[src/rtl/hpdcache_fifo_reg.sv]
// Register-based FIFO with one cycle of write-to-read latency.
//   clk_i, rst_ni : clock, synchronous active-low reset
//   w_i / wok_o   : push request / FIFO not full (push = w_i & wok_o)
//   wdata_i       : push data
//   r_i / rok_o   : pop request / FIFO not empty (pop = r_i & rok_o)
//   rdata_o       : head entry, valid while rok_o
module hpdcache_fifo_reg #(
  parameter int unsigned DEPTH       = 2,
  parameter type         fifo_data_t = logic
) (
  input  logic       clk_i,
  input  logic       rst_ni,
  input  logic       w_i,
  output logic       wok_o,
  input  fifo_data_t wdata_i,
  input  logic       r_i,
  output logic       rok_o,
  output fifo_data_t rdata_o
);

  localparam int unsigned PTR_W = (DEPTH > 1) ? $clog2(DEPTH) : 1;
  localparam int unsigned CNT_W = $clog2(DEPTH + 1);

  fifo_data_t       mem_q [DEPTH];
  logic [PTR_W-1:0] wptr_q, rptr_q;
  logic [CNT_W-1:0] cnt_q;
  logic             push, pop;

  assign wok_o   = (cnt_q != CNT_W'(DEPTH));
  assign rok_o   = (cnt_q != '0);
  assign push    = w_i & wok_o;
  assign pop     = r_i & rok_o;
  assign rdata_o = mem_q[rptr_q];

  // Pointers and occupancy; pointers wrap at DEPTH-1.
  always_ff @(posedge clk_i) begin
    if (!rst_ni) begin
      wptr_q <= '0;
      rptr_q <= '0;
      cnt_q  <= '0;
    end else begin
      if (push) wptr_q <= (wptr_q == PTR_W'(DEPTH - 1)) ? '0 : wptr_q + PTR_W'(1);
      if (pop)  rptr_q <= (rptr_q == PTR_W'(DEPTH - 1)) ? '0 : rptr_q + PTR_W'(1);
      case ({push, pop})
        2'b10:   cnt_q <= cnt_q + CNT_W'(1);
        2'b01:   cnt_q <= cnt_q - CNT_W'(1);
        default: cnt_q <= cnt_q;
      endcase
    end
  end

  // Storage needs no reset: entries are only read while counted as valid.
  always_ff @(posedge clk_i) begin
    if (push) mem_q[wptr_q] <= wdata_i;
  end

endmodule

[src/rtl/hpdcache_l15_resp_demux.sv]
// Routes L1.5 responses to requester ports by port id, through a 2-entry FIFO,
// and tracks per-port outstanding requests to gate new ones.
//   clk_i, rst_ni    : clock, synchronous active-low reset
//   mem_resp_*_i/_o  : upstream response (valid/ready/pid/payload)
//   mem_resp_valid_o : per-port response valid, mem_resp_ready_i per-port ready
//   mem_resp_o       : head payload broadcast to all ports
//   mem_req_sent_i   : per-port pulse when a request was accepted downstream
//   mem_req_allow_o  : per-port permission to issue another request
//   err_pid_o        : sticky error (bad pid, unexpected response, counter overflow)
module hpdcache_l15_resp_demux #(
  parameter int unsigned N                   = 1,
  parameter int unsigned MAX_OUTSTANDING     = 4,
  parameter type         hpdcache_mem_resp_t = logic,
  parameter type         req_portid_t        = logic
) (
  input  logic                          clk_i,
  input  logic                          rst_ni,
  input  logic                          mem_resp_valid_i,
  output logic                          mem_resp_ready_o,
  input  req_portid_t                   mem_resp_pid_i,
  input  hpdcache_mem_resp_t            mem_resp_i,
  output logic               [N-1:0]    mem_resp_valid_o,
  input  logic               [N-1:0]    mem_resp_ready_i,
  output hpdcache_mem_resp_t [N-1:0]    mem_resp_o,
  input  logic               [N-1:0]    mem_req_sent_i,
  output logic               [N-1:0]    mem_req_allow_o,
  output logic                          err_pid_o
);

  localparam int unsigned CNT_W = $clog2(MAX_OUTSTANDING + 1);
  localparam logic [CNT_W-1:0] CNT_MAX = CNT_W'(MAX_OUTSTANDING);

  typedef struct packed {
    req_portid_t        pid;
    hpdcache_mem_resp_t resp;
  } entry_t;

  entry_t                     fifo_wdata, fifo_rdata;
  logic                       fifo_rok, fifo_pop;
  logic [N-1:0][CNT_W-1:0]    outstanding_q;
  logic [N-1:0]               head_hit, port_busy, deliver, at_max;
  logic                       head_drop, sat_err, err_q;

  assign fifo_wdata.pid  = mem_resp_pid_i;
  assign fifo_wdata.resp = mem_resp_i;

  hpdcache_fifo_reg #(
    .DEPTH       (2),
    .fifo_data_t (entry_t)
  ) resp_fifo_i (
    .clk_i   (clk_i),
    .rst_ni  (rst_ni),
    .w_i     (mem_resp_valid_i),
    .wok_o   (mem_resp_ready_o),
    .wdata_i (fifo_wdata),
    .r_i     (fifo_pop),
    .rok_o   (fifo_rok),
    .rdata_o (fifo_rdata)
  );

  // Head decode: a head is deliverable only to an in-range port expecting a response.
  always_comb begin
    head_hit  = '0;
    port_busy = '0;
    at_max    = '0;
    for (int unsigned i = 0; i < N; i++) begin
      head_hit[i]        = fifo_rok && (32'(fifo_rdata.pid) == i);
      port_busy[i]       = (outstanding_q[i] != '0);
      at_max[i]          = (outstanding_q[i] == CNT_MAX);
      mem_req_allow_o[i] = (outstanding_q[i] < CNT_MAX);
      mem_resp_o[i]      = fifo_rdata.resp;
    end
  end

  assign mem_resp_valid_o = head_hit & port_busy;
  assign deliver          = mem_resp_valid_o & mem_resp_ready_i;
  // Illegal heads are discarded immediately so they never block the queue.
  assign head_drop        = fifo_rok & ~(|mem_resp_valid_o);
  assign fifo_pop         = head_drop | (|deliver);
  assign sat_err          = |(mem_req_sent_i & ~deliver & at_max);

  // Outstanding counters: a send and a delivery in the same cycle cancel out.
  always_ff @(posedge clk_i) begin
    if (!rst_ni) begin
      outstanding_q <= '0;
    end else begin
      for (int unsigned i = 0; i < N; i++) begin
        case ({mem_req_sent_i[i], deliver[i]})
          2'b10:   if (!at_max[i]) outstanding_q[i] <= outstanding_q[i] + CNT_W'(1);
          2'b01:   outstanding_q[i] <= outstanding_q[i] - CNT_W'(1);
          default: outstanding_q[i] <= outstanding_q[i];
        endcase
      end
    end
  end

  // Sticky error flag.
  always_ff @(posedge clk_i) begin
    if (!rst_ni) begin
      err_q <= 1'b0;
    end else if (head_drop || sat_err) begin
      err_q <= 1'b1;
    end
  end

  assign err_pid_o = err_q;

endmodule

[config.mk]
export PLATFORM = sky130hd
export DESIGN_NAME = hpdcache_l15_resp_demux
export DESIGN_NICKNAME = d
export VERILOG_FILES = /design/src/rtl/hpdcache_fifo_reg.sv /design/src/rtl/hpdcache_l15_resp_demux.sv
export SDC_FILE = /design/constraint.sdc
export NUM_CORES = 1
export LEC_CHECK = 0
export BUFFER_PORTS_ARGS = -buffer_cell sky130_fd_sc_hd__buf_2
export CAP_MARGIN = 20
export CORE_UTILIZATION = 52
export DETAILED_ROUTE_END_ITERATION = 12
export PLACE_DENSITY = 0.85
export SYNTH_ARGS = -nofsm -noshare
export SYNTH_HDL_FRONTEND = slang
export SYNTH_SLANG_ARGS = --single-unit
[constraint.sdc]
create_clock -name clk_i -period 3.3 [get_ports clk_i]
set_clock_uncertainty 0.05 [all_clocks]
set_input_delay 0.99 -clock clk_i [delete_from_list [all_inputs] [get_ports clk_i]]
set_output_delay 0.99 -clock clk_i [all_outputs]
set_load 0.05 [all_outputs]
After elaboration in Yosys (flattened, before gate mapping) --
Memories as Yosys holds them, arrays and structs flattened. A register that Yosys moved wholly into a read port is not among the register bits. Index checks and enable logic that the tools add are counted.
Storage, ports and cells: latch bits 0, memory bits (writable) 4, word-level logic and storage cells 47, ROM bits 0, memories 1, flip-flop bits (word level) 8, output and inout bits 5, bits of input ports 7
Memory list:
- resp_fifo_i.mem_q | depth 2, bits a word 2, read ports 1, clocked after Yosys merged registers in 1, write ports 1, RTL line hpdcache_fifo_reg.sv:24 | fifo_data_t mem_q [DEPTH];
Operators by class: order comparisons 1, add/subtract/negate cells 6, eq/ne operators 7, multipliers 0, reduce and logical (&&, ||, !) cells 7, bitwise operators 11, shift operators 0, mux-type cells 9, divide/modulo/power cells 0
Operators with widths (count):
- bitwise AND 1 bit | 7
- two-way mux 1 bit | 6
- case mux 3 bit (2 select lines) | 1
- nonzero test 2 bit | 3
- == test 2 x 1 -> 1 bit (second input constant) | 2
- == test 2 bit (second input constant) | 2
- != test 2 bit (second input constant) | 2
- case mux 2 bit (2 select lines) | 1
- adder 3 x 1 -> 3 bit (second input constant) | 1
- == test 3 bit (second input constant) | 1
- less-than comparator 3 bit (second input constant) | 1
- two-way mux 3 bit | 1
- inverter 1 bit | 3
- nonzero test 3 bit | 1
- subtractor 3 x 1 -> 3 bit (second input constant) | 1
- adder 1 bit (second input constant) | 2
- adder 2 x 1 -> 2 bit (second input constant) | 1
- AND reduction 2 bit | 1
- subtractor 2 x 1 -> 2 bit (second input constant) | 1
- logical AND 1 bit | 1
- logical OR 1 bit | 1
- OR 1 bit | 1

Logic depth before layout (Yosys ltp) --
depth in word-level cells 9, gate-level depth with buffers 8, mapped depth without buffers 7

Modules after synthesis --
A second synthesis with hierarchy kept.
Second synthesis, totals: cells, all modules 61, area total of the unflattened synthesis 645.6 µm²
By module, submodules not included:
- hpdcache_fifo_reg | area each 377.9 µm², instances 1, sequential area each 220.2 µm², cells an instance 30
- hpdcache_l15_resp_demux | area each 267.8 µm², instances 1, sequential area each 80.1 µm², cells an instance 31

Worst setup path before layout --
No wires, ideal clock.
path type register to output, start point register (tool-made name), end point output mem_resp_valid_o, buffers on the path 0, data arrival time 1721 ps, cell stages (with the launch flop) 3, slack 539 ps, data required time 2260 ps, cells stage by stage dfxtp_1 -> mux2_4 -> nor3_1
RTL lines:
- end, declared | RTL line hpdcache_l15_resp_demux.sv:22 | output logic [N-1:0] mem_resp_valid_o,

Final worst setup path --
start point input mem_resp_ready_i, end point register outstanding_q[1] (netlist name)
Between the ends: word-level cells in the longest chain between the ends 4, elaborated cells between the ends (all ways) 7, classes of those cells 3 x eq/ne; 1 x mux; 1 x bitwise; 2 x reduce/logical
Ends and longest elaborated chain:
- start, declared | RTL line hpdcache_l15_resp_demux.sv:23 | input logic [N-1:0] mem_resp_ready_i,
- bitwise AND 1 bit * | RTL line hpdcache_l15_resp_demux.sv:76 | assign deliver = mem_resp_valid_o & mem_resp_ready_i;
- == test 2 bit or == test 2 x 1 -> 1 bit (tied branches) | RTL line hpdcache_l15_resp_demux.sv:88 | case ({mem_req_sent_i[i], deliver[i]})
- != test 2 bit (no line) or nonzero test 2 bit (tied branches)
- AND reduction 2 bit (no line)
- end signal, assigned by index | RTL line hpdcache_l15_resp_demux.sv:89 | 2'b10: if (!at_max[i]) outstanding_q[i] <= outstanding_q[i] + CNT_W'(1);
- end signal, assigned by index | RTL line hpdcache_l15_resp_demux.sv:90 | 2'b01: outstanding_q[i] <= outstanding_q[i] - CNT_W'(1);
- end signal, assigned by index | RTL line hpdcache_l15_resp_demux.sv:91 | default: outstanding_q[i] <= outstanding_q[i];
- end, declared | RTL line hpdcache_l15_resp_demux.sv:40 | logic [N-1:0][CNT_W-1:0] outstanding_q;
Mark *: on every way between the ends. The rest lies on a longest branch, timed or not. A chain may end at the register's enable or synchronous reset.

==> flow_summary.yaml <==
status:
  outcome: "complete, no violations"
sta:
  maxSlewHeadroom_pct: 71.45
  slew_viol_final: 0
  tightestPinTransition_ps: 427.3
  finalHoldViolations: 0
  setup_violations: 0
  rsz0062_at_grt: "false"
  fmax_mhz: 382.4
  min_period_over_period_pct: 79.23
  tns_ps: 0
  fin_crit_ps: 2615
logic_synthesis:
  synth.top_cell.area_share_pct: 26.37
  syn_inst: 69
  synth-main-ff-cell: "dfxtp_1"
  yosys.area.top_type: "dfxtp_1"
  synth_edf_count: 4
  synth_area_leaders: "dfxtp_1 26%, edfxtp_1 18%, nor2_1 4.4%"
  ys_types: 34
  netlist_area_um2: 683.2
  async_flop_share_pct: 0
  synth_seq_cells: 13
  yosysSeqAreaShare_pct: 43.96
  synth_nets: 78
  syn_area_per_cell_um2: 9.901
  yosysWarnings: 0
clock_tree:
  cts_buffers: 3
  clk_latency_ps: 280
  clockBufferDepth: 2
  holdBufCountCts: 0
  htreeDepth: 1
  cts.clk_slew.worst_paths_ps: 80
  cts_resized: 0
  root_buffer: "clkbuf_4"
  clock_sinks: 13
  post_cts_buffers: 0
  cts_tree: "yes"
setup_path:
  end_kind: "flip-flop"
  worst_path_most_repeated_cell: "nand2_1"
  cp-start-kind: "input pin"
  crit_chain: "buf_2 -> o21ai_1 -> nor3_4 -> nand2_1 -> fa_1 -> or4_1 -> a21o_2 -> nand2_1"
  required_ps: 3480
  worst-path-buf-inv: 1
  crit_type: "input pin to flip-flop"
  arrival_ps: 2790
  cp_slowest_stage_delay_ps: 510
  worstPathMaxFanout: 8
  crit_start: "mem_resp_ready_i"
  cpLargestDelayFamily: "simple AND/OR/NAND/NOR gates"
  slowest_stage: "or4_1"
worst_hold_path:
  hp-start: "err_pid_o$_SDFFE_PN0P_"
  hold_class: "flip-flop to flip-flop"
detailed_routing:
  wl_per_cell_um: 12.38
  vias_per_cell: 5.438
  drt_first_iter_violations: 13
  postRouteAntennaNets: 0
  vias: 522
  drt_first_pass_iters: 4
  wl_mm: 1.188
  drcViolationCount: 0
power:
  p_per_area_nw_per_um2: 784.7
  irDropWorstVdd_v: 0.0004479
  leakagePower_nw: 0.3054
  p_total_mw: 0.6058
global_route:
  grtUsageTotal_pct: 19.41
  antenna_found_initial: 0
  grt_pass1_vias: 461
  grt_pass1_wl_mm: 1.828
  overflow: 0
  grt_start_max_net_pins: 12
floorplanning:
  die-area_um2: 1463
  core_area_um2: 1156
  dieWidth_um: 38.25
  num_rows: 12
  die_h_um: 38.25
  start_util_pct: 59.09
  ios: 12
finish:
  fin_nets: 92
  antenna_cells: 0
  syn2layout_area_growth_pct: 13.00
  drive_above_1_share_pct: 26.83
place:
  portBuffers: 11
  place_congestion: 0.8097
  dpl.hpwl_um: 891.1
flow_run:
  drv_cap: 0
==> stage by stage <==
| stage | instances | util, % | setup WS (ps) | area [µm²] | hold slack [ps] |
|---|---|---|---|---|---|
| detailed placement | 92 | 64.50 | 389.0 | 745.7 | 427.0 |
| global route | 96 | 66.77 | 603.2 | 772.0 | 445.2 |
| finish | 96 | 66.77 | 685.3 | 772.0 | 428.0 |
| global placement | 92 | 64.50 | 424.9 | 745.7 | 399.6 |
| floorplan | 69 | - | 539.0 | 683.2 | 430.1 |
| CTS | 96 | 66.77 | 683.2 | 772.0 | 438.4 |
==> report_power, final <==
group	switching, mW	leakage (nW)	internal, mW
Clock	0.0514	0.0150	0.0469
Sequential	0.0379	0.112	0.207
Combinational	0.160	0.179	0.102
==> worst reg2reg max path: cells and delay by family (launching register included) <==
family / cells / cell delay, ps
AO/OA/AOI/OAI: 1 / 200
adder cells (fa/ha/maj): 1 / 450
flip-flops: 1 / 370
AND/OR/NAND/NOR: 4 / 1010
multiplexers: 1 / 350
==> path summary, 6_finish.rpt <==
kind | to | slack, ps | cells after the start
max | outstanding_q[1]$_SDFFE_PN0P_ | 690 | 8
max reg2reg | outstanding_q[1]$_SDFFE_PN0P_ | 840 | 7
min reg2reg | err_pid_o$_SDFFE_PN0P_ | 430 | 2
min | err_pid_o$_SDFFE_PN0P_ | 430 | 2
==> kinds of logic (layout without fill, tap and decap cells) <==
kind of cell	Yosys count	after routing	synth area share (%)
compound gates	14	14	15.39
xor+xnor	5	5	6.411
fa+ha+maj	2	2	4.762
buf+inv	8	21	4.762
flops	13	13	43.96
mux	2	2	3.845
simple gates	25	25	20.88
==> cell type report <==
type | count | area [µm²]
well taps | 14 | 17.52
inverters | 6 | 22.52
multi-input cells | 48 | 350.3
flip-flops and latches | 13 | 300.3
fillers | 98 | 384.1
clock buffers | 4 | 26.28
repair buffers | 11 | 55.05
==> flip-flops by register name, summed over array words and instances (netlist names), named ones only <==
name / count
resp_fifo_i.rptr_q: 1
resp_fifo_i.mem_q: 4
err_pid_o: 1
resp_fifo_i.wptr_q: 1
outstanding_q: 3
resp_fifo_i.cnt_q: 2
==> cell usage after synthesis, types with 2 or more instances <==
cell type,n
edfxtp_1,4
inv_1,5
a21o_2,2
xor2_1,2
buf_2,2
or3_1,2
nor2_1,8
o21ai_0,2
xnor2_1,3
or4_1,2
dfxtp_1,9
nand2_1,4
a21oi_1,2
nand3_1,2
==> metal layers <==
layer  wire, µm  share of wire, %  GRT usage (%)
met1        593                50          21.93
met4          0                 0          8.036
met3         77               6.5          11.05
met2        517                44          29.66
met5          0                 0              0
==> placed cells by master, fill, tap and decap left out <==
| master | n |
|---|---|
| buf_2 | 11 |
| dfxtp_1 | 9 |
| nor2_1 | 8 |
| inv_1 | 5 |
| nand2_1 | 4 |
| edfxtp_1 | 4 |
| xnor2_1 | 3 |
| clkbuf_4 | 3 |
| o21ai_0 | 2 |
| or3_1 | 2 |
| a21oi_1 | 2 |
| xor2_1 | 2 |
| or4_1 | 2 |
| nand3_1 | 2 |
| a21o_2 | 2 |
| nor3_2 | 1 |
| mux2_4 | 1 |
| o32a_2 | 1 |
| nor3_1 | 1 |
| nand2b_1 | 1 |
| mux2_2 | 1 |
| o21ai_1 | 1 |
| nor3_4 | 1 |
| clkinv_1 | 1 |
| and3_1 | 1 |
| nor3b_1 | 1 |
| a221oi_2 | 1 |
| o211ai_1 | 1 |
| a211oi_1 | 1 |
| and4_1 | 1 |
| o311ai_0 | 1 |
| o22ai_1 | 1 |
| a31oi_1 | 1 |
| fa_1 | 1 |
| ha_1 | 1 |
| clkbuf_1 | 1 |
Note: power is estimated with default switching activity, not from simulation.
